## config.mk

```make
export PLATFORM = sky130hd
export DESIGN_NAME = clk_rate_meter
export DESIGN_NICKNAME = d
export VERILOG_FILES = /design/src/rtl/clk_rate_pkg.sv /design/src/rtl/sync_edge_det.sv /design/src/rtl/clk_rate_meter.sv
export SDC_FILE = /design/constraint.sdc
export NUM_CORES = 1
export LEC_CHECK = 0
export ABC_AREA = 0
export CORE_ASPECT_RATIO = 1.4
export CORE_MARGIN = 1.5
export CORE_UTILIZATION = 55
export CTS_BUF_LIST = sky130_fd_sc_hd__clkbuf_8
export DETAILED_ROUTE_END_ITERATION = 12
export PLACE_DENSITY = 0.85
export SYNTH_ARGS = -nofsm -noshare
export SYNTH_HDL_FRONTEND = slang
export SYNTH_SLANG_ARGS = --single-unit
```

## constraint.sdc

```tcl
create_clock -name clk -period 2.45 [get_ports clk]
set_input_delay 0.3675 -clock clk [delete_from_list [all_inputs] [get_ports clk]]
set_output_delay 0.3675 -clock clk [all_outputs]
set_load 0.005 [all_outputs]
```

## src/rtl/clk_rate_pkg.sv

```systemverilog
// Shared types and default constants for the clock rate meter.
package clk_rate_pkg;

    typedef enum logic [1:0] {
        IDLE    = 2'd0,
        MEASURE = 2'd1,
        LOST    = 2'd2
    } state_t;

    localparam int DEF_CNT_W   = 26;
    localparam int DEF_TIMEOUT = 60000000;
    localparam int DEF_THRESH  = 1000000;

endpackage

```

## src/rtl/sync_edge_det.sv

```systemverilog
// Two-flop synchronizer plus edge register; rise is a one-cycle pulse
// asserted two clk edges after the async input goes high.
module sync_edge_det (
    input  logic clk,
    input  logic rst_n,
    input  logic din,
    output logic rise
);

    logic s1, s2, s3;

    always_ff @(posedge clk or negedge rst_n) begin
        if (!rst_n) begin
            s1 <= 1'b0;
            s2 <= 1'b0;
            s3 <= 1'b0;
        end else begin
            s1 <= din;
            s2 <= s1;
            s3 <= s2;
        end
    end

    assign rise = s2 & ~s3;

endmodule

```

## src/rtl/clk_rate_meter.sv

```systemverilog
// Measures the rising-to-rising period of a slow async signal in clk cycles.
// Define CLK_RATE_AVG4_EN to report a sliding average of the last 4 periods.
module clk_rate_meter
    import clk_rate_pkg::*;
#(
    parameter int CNT_W   = DEF_CNT_W,
    parameter int TIMEOUT = DEF_TIMEOUT,
    parameter int THRESH  = DEF_THRESH
) (
    input  logic             clk,
    input  logic             rst_n,
    input  logic             sig_in,
    output logic [CNT_W-1:0] period_out,
    output logic             valid,
    output logic             is_fast,
    output logic             no_signal,
    output logic [1:0]       fsm_state
);

    localparam logic [CNT_W-1:0] CNT_LAST = CNT_W'(TIMEOUT - 1);
    localparam logic [CNT_W-1:0] THRESH_C = CNT_W'(THRESH);

    state_t           state_q, state_d;
    logic [CNT_W-1:0] cnt_q, meas_val;
    logic             rise, meas, go_lost;

    sync_edge_det u_sync (
        .clk   (clk),
        .rst_n (rst_n),
        .din   (sig_in),
        .rise  (rise)
    );

    assign meas_val  = cnt_q + CNT_W'(1);
    assign fsm_state = state_q;

    // A detected edge always wins over the timeout in the same cycle.
    always_comb begin
        state_d = state_q;
        meas    = 1'b0;
        go_lost = 1'b0;
        case (state_q)
            IDLE, MEASURE: begin
                if (rise) begin
                    state_d = MEASURE;
                    meas    = (state_q == MEASURE);
                end else if (cnt_q == CNT_LAST) begin
                    state_d = LOST;
                    go_lost = 1'b1;
                end
            end
            LOST:    if (rise) state_d = MEASURE;
            default: state_d = IDLE;
        endcase
    end

    always_ff @(posedge clk or negedge rst_n) begin
        if (!rst_n) begin
            state_q   <= IDLE;
            cnt_q     <= '0;
            no_signal <= 1'b0;
        end else begin
            state_q   <= state_d;
            no_signal <= (state_d == LOST);
            if (rise) cnt_q <= '0;
            else if (state_q != LOST && !go_lost) cnt_q <= meas_val;
        end
    end

    // valid is a single-cycle strobe with no back-pressure; period_out and
    // is_fast change only with it and hold otherwise.
`ifdef CLK_RATE_AVG4_EN
    logic [CNT_W-1:0] win_q [4];
    logic [CNT_W+1:0] sum_q, sum_d;
    logic [CNT_W-1:0] avg;
    logic [2:0]       n_q;

    // win_q[3] is the period leaving the window; zero until 4 are held.
    assign sum_d = sum_q + (CNT_W+2)'(meas_val) - (CNT_W+2)'(win_q[3]);
    assign avg   = sum_d[CNT_W+1:2];

    always_ff @(posedge clk or negedge rst_n) begin
        if (!rst_n) begin
            for (int i = 0; i < 4; i++) win_q[i] <= '0;
            sum_q      <= '0;
            n_q        <= '0;
            period_out <= '0;
            valid      <= 1'b0;
            is_fast    <= 1'b0;
        end else begin
            valid <= 1'b0;
            if (go_lost) begin
                for (int i = 0; i < 4; i++) win_q[i] <= '0;
                sum_q <= '0;
                n_q   <= '0;
            end else if (meas) begin
                win_q[0] <= meas_val;
                for (int i = 1; i < 4; i++) win_q[i] <= win_q[i-1];
                sum_q <= sum_d;
                if (n_q != 3'd4) n_q <= n_q + 3'd1;
                if (n_q >= 3'd3) begin
                    valid      <= 1'b1;
                    period_out <= avg;
                    is_fast    <= (avg < THRESH_C);
                end
            end
        end
    end
`else
    always_ff @(posedge clk or negedge rst_n) begin
        if (!rst_n) begin
            period_out <= '0;
            valid      <= 1'b0;
            is_fast    <= 1'b0;
        end else begin
            valid <= meas;
            if (meas) begin
                period_out <= meas_val;
                is_fast    <= (meas_val < THRESH_C);
            end
        end
    end
`endif

endmodule

```

After elaboration in Yosys (flattened, before gate mapping)
Cells that the tools add are included.
{"block": "totals", "latchBits": 0, "ram_bits": 0, "in_bits": 3, "memories": 0, "regBits": 60, "mem_bits_ro": 0}
{"block": "op_classes", "bitwise_logic": 2, "n_reduce_logical": 5, "n_eq_ne": 5, "n_shift": 0, "add_sub_neg": 1, "multipliers": 0, "magnitude_cmp": 1, "mux": 11, "div_mod_pow": 0}
{"cell": "26-bit 2-to-1 mux", "n": 2}
{"cell": "26-bit by 1-bit adder with 26-bit output, second input constant", "n": 1}
{"cell": "26-bit equality test, second input constant", "n": 1}
{"cell": "26-bit by 20-bit less-than comparator with 1-bit output, second input constant", "n": 1}
{"cell": "2-bit 2-to-1 mux", "n": 3}
{"cell": "1-bit 2-to-1 mux", "n": 5}
{"cell": "2-bit equality test, second input constant", "n": 2}
{"cell": "2-bit case mux with 2 select lines", "n": 1}
{"cell": "2-bit by 1-bit equality test with 1-bit output, second input constant", "n": 1}
{"cell": "2-bit logical NOT", "n": 1}
{"cell": "2-bit inequality test, second input constant", "n": 1}
{"cell": "2-bit nonzero test", "n": 1}
{"cell": "2-bit OR reduction", "n": 1}
{"cell": "1-bit bitwise AND", "n": 1}
{"cell": "1-bit logical AND", "n": 1}
{"cell": "1-bit logical NOT", "n": 1}
{"cell": "1-bit NOT", "n": 1}

Logic depth before layout (Yosys ltp)
{"block": "logic_depth", "word_depth": 8, "mapped_depth": 10, "mapped_depth_nobuf": 8}

Cells and area by module
Synthesis repeated with hierarchy kept, for this count alone.
{"block": "unflattened", "hier_cells": 344, "hier_area_um2": 3224.3}
{"module": "clk_rate_meter", "cells_per_inst": 340, "n_inst": 1, "area_each_um2": 3135.5}
{"module": "sync_edge_det", "cells_per_inst": 4, "n_inst": 1, "area_each_um2": 88.8}

Worst setup path after synthesis
OpenSTA, ideal clock, no wires.
{"block": "synth_timing", "path_kind": "register to register", "from": "register cnt_q[0]", "to": "register cnt_q[21]", "arrival_ps": 2000, "setup_slack_ps": 315, "path_buffers": 2, "stages_incl_launch_ff": 11, "required_time_ps": 2315, "cell_sequence": "dfrtp_1 -> ha_1 -> nand4_2 -> nor2_1 -> nand4_1 -> nor2_1 -> o21bai_4 -> nand2b_1 -> buf_4 -> buf_6 -> o31ai_1"}
{"block": "synth_between", "elab_chain_cells": 7, "word_cells_on_any_way": 10}
{"item": "from (decl)", "line_no": "clk_rate_meter.sv:24", "source": "logic [CNT_W-1:0] cnt_q, meas_val;"}
{"item": "from (signal assigned)", "line_no": "clk_rate_meter.sv:66", "source": "else if (state_q != LOST && !go_lost) cnt_q <= meas_val;"}
{"item": "branches (longest 7 deep; another with 26-bit by 1-bit adder with 26-bit output)"}
Parallel ways; which one is timed is not known. The select of a mux whose other input is x is not followed.
A chain may end at the register's enable or synchronous reset.

Worst setup path after layout
{"block": "layout_timing", "from": "register cnt_q[9]", "to": "register is_fast"}
{"block": "layout_between", "elab_chain_cells": 2}
{"item": "26-bit by 1-bit adder with 26-bit output", "line_no": "clk_rate_meter.sv:34", "source": "assign meas_val = cnt_q + CNT_W'(1);"}
{"item": "26-bit by 20-bit less-than comparator with 1-bit output", "line_no": "clk_rate_meter.sv:119", "source": "is_fast <= (meas_val < THRESH_C);"}
{"item": "to (signal assigned)", "line_no": "clk_rate_meter.sv:119"}
{"item": "to (decl)", "line_no": "clk_rate_meter.sv:15", "source": "output logic is_fast,"}
Every way passes these cells.

==> summary.txt <==
Run status
  – Status: complete, no violations

GRT
  – Met2 usage: 0.420
  – Vias in the first global route: 2661
  – Grt peak-use layer: met2
  – First-pass GRT wire length: 12800 um
  – Initial antenna violation count: 0
  – Met1 usage: 0.341
  – GR Overflow Total: 0
  – GRT met3 Usage: 0.0620
  – Largest net degree at the start of global routing: 36
  – GRT Resource Usage Total: 0.265

Power
  – Comb power frac: 0.121
  – Switch share: 0.255
  – Pint: 1.70 mW
  – P_sw: 584 uW
  – Cell Pwr Density: 578 mW/mm^2
  – Clk pwr share: 0.388
  – Pleak: 1.66 nW
  – VDD IR max: 0.374 mV
  – Sequential power share: 0.491

Layout
  – Non-filler cells, final: 478
  – Most frequent cells in the layout: dfrtp_1 (60), nand2_1 (53), o21ai_0 (46)
  – N_diodes: 0
  – Share of cells above drive strength 1: 0.125
  – Fin nets: 407
  – Area Growth Syn to Fin: 19.9%
  – Final Util: 0.680
  – Commonest non-fill, non-tap cell in the layout: dfrtp_1

STA
  – Clock skew: 0.00809 ns
  – Worst-Margin Slew: 0.619 ns
  – Maximum clock frequency: 431 MHz
  – Min Tclk post-route: 2.32 ns
  – Pins Over Slew Limit: 0
  – Max_slew headroom: 0.587
  – Final cycle utilization of the critical path: 0.948
  – Final setup fails: 0
  – Final hold viol count: 0

Yosys
  – Register bit total from synthesis: 60
  – Post-synth net total: 371
  – Register area share after synthesis: 0.455
  – Syn_area_per_cell: 8.99 um^2
  – Cell area after synthesis: 0.00330 mm^2
  – Synth Warn #: 0
  – Post-synth cell types: 50
  – Synthesized instance count: 367

Die
  – Die extent in y: 94.7 um
  – IO Pins: 34
  – Core footprint: 0.00582 mm^2
  – Die W: 68.5 um
  – Die Area: 0.00648 mm^2
  – Initial Utilization: 0.567
  – Row cnt: 33

Setup path
  – CP top delay family: simple AND/OR/NAND/NOR gates
  – Critical-path cell list: and4_1 -> nand4_2 -> or3_1 -> nor2_1 -> xor2_1 -> nor4_1 -> a32o_1
  – Required @ worst endpoint: 2.68 ns
  – Crit path capture type: flop
  – Slowest-stage cell, CP: dfrtp_1
  – Arr. time, crit path: 2.55 ns
  – CP Launch Type: flop
  – Worst path bufs/invs: 0
  – CP peak stage delay: 0.54 ns
  – WS Path Type: flop to flop
  – CP max FO: 11

Routing
  – DRC Markers: 0
  – Via count: 2921
  – Starting DRT DRC Count: 256
  – DRT antenna net count: 0
  – WL final: 7840 um
  – DRT Pass-1 Iters: 5
  – DR vias/cell: 6.11
  – Drt wl/cell: 16.4 um

Place
  – Final GP Congestion: 0.974
  – Port bufs: 33
  – Placed cells: 462
  – Detailed Place HPWL: 5690 um

Clock network
  – CTS root buf: clkbuf_8
  – Worst-path clk slew: 0.07 ns
  – CTS buffer count: 9
  – Worst-skew pair later-pin latency: 0.34 ns
  – Max Buffers Root-to-Sink: 2
  – CTS tree: built
  – Sink Count: 60
  – Post-CTS Hold Fix Bufs: 0
  – H-Tree Depth: 3
  – Post-CTS setup buffers: 0

Job
  – Max-Cap Viols: 0

Hold path
  – Worst Hold Class: primary input to asynchronous set/reset pin
## through the flow
stage | hold slack, ns | instance area, um^2 | setup slack (ns) | total power, mW | TNS (ns)
after global placement | 0.339 | 3740 | 0.195 | 1.39 | 0
after floorplan | 0.0719 | 3300 | 0.315 | 1.27 | 0
after detailed placement | 0.346 | 3740 | 0.163 | 1.41 | 0
final | 0.0380 | 3960 | 0.127 | 2.29 | 0
after CTS | 0.0439 | 3940 | 0.151 | 2.30 | 0
after global routing | 0.0650 | 3960 | -0.000129 | 2.39 | -0.000129
## path summary, 6_finish.rpt
check,from,endpoint,slack (ns),depth (start not counted)
min reg2reg,u_sync.s1$_DFF_PN0_,u_sync.s2$_DFF_PN0_,0.36,0
min in group clk,u_sync.s1$_DFF_PN0_,u_sync.s2$_DFF_PN0_,0.36,0
max in group asynchronous,rst_n,cnt_q[7]$_DFFE_PN0P_,1.80,2
max,cnt_q[9]$_DFFE_PN0P_,is_fast$_DFFE_PN0P_,0.13,7
min,rst_n,period_out[20]$_DFFE_PN0P_,0.04,1
max reg2reg,cnt_q[9]$_DFFE_PN0P_,is_fast$_DFFE_PN0P_,0.13,7
## synthesized netlist by cell type (all sizes together)
master	count	area, um^2
and3	6	37.5
nand4bb	1	11.3
or4	1	7.51
nand2b	11	68.8
a21oi	7	35.0
o31ai	17	128
nor4	5	76.3
and2	5	31.3
o21bai	2	26.3
a41oi	1	8.76
o211ai	1	7.51
ha	1	12.5
inv	3	11.3
a31oi	4	25.0
nor3	10	55.1
o211a	1	10.0
o21a	2	15.0
xor2	9	78.8
o21ai	52	260
nor2	32	120
o41ai	4	35.0
or3	2	12.5
dfrtp	60	1500
a211oi	1	7.51
buf	15	92.6
o32ai	2	17.5
nand4	6	56.3
nand2	54	205
nor2b	2	12.5
and4	2	17.5
o2111ai	1	8.76
clkbuf	14	53.8
nor3b	1	7.51
a32o	1	10.0
nor4b	1	8.76
or2	1	6.26
o311ai	1	8.76
xnor2	14	123
nand3	13	80.1
o311a	1	10.0
## registers in the layout, indices dropped and copies added (netlist names)
name and flops:
u_sync.s2 1, u_sync.s3 1, is_fast 1, cnt_q 26, no_signal 1, period_out 26, u_sync.s1 1, valid 1
fsm_state 2
## worst register-to-register path: cells and delay by family, from the launching register on
family | cells | cell delay (ns)
xor gates and xnor gates | 1 | 0.23
and+or+nand+nor | 5 | 1.16
DFF | 1 | 0.54
AOI/OAI and AO/OA | 1 | 0.27
## layer usage
| metal | up-vias | wire [um] |
|---|---|---|
| met2 | 114 | 3960 |
| li1 | 1371 | - |
| met5 | - | 0 |
| met4 | 0 | 188 |
| met3 | 16 | 387 |
| met1 | 1420 | 3300 |
## timing repair
action	in CTS	in global routing
hold endpoints to repair	0	0
endpoints found under the setup margin	0	20
resized for setup	0	3
## power groups by stage
stage	clock, mW	sequential [mW]	combinational (mW)
after floorplan	0	1.10	0.165
after global placement	0	1.13	0.263
after detailed placement	0	1.14	0.272
after CTS	0.906	1.12	0.274
after global routing	0.954	1.13	0.304
final	0.887	1.12	0.276
## cells by family (layout without fill, tap and decap cells)
kind of cell	after synthesis	after routing	synth area share
compound gates	98	98	0.186
xor+xnor	23	23	0.0610
buf+inv	32	73	0.0478
simple gates	153	153	0.247
fa+ha+maj	1	1	0.00379
flops	60	60	0.455
## final cells by class
cell class / count / area [um^2]
multi-input combinational: 275 / 1660
fill: 453 / 1870
clock inverter: 5 / 51.3
tap: 70 / 87.6
timing repair buffer: 54 / 495
sequential: 60 / 1500
clock buffer: 11 / 151
inverter: 3 / 11.3
No activity file was read; power rests on OpenSTA's default activity.
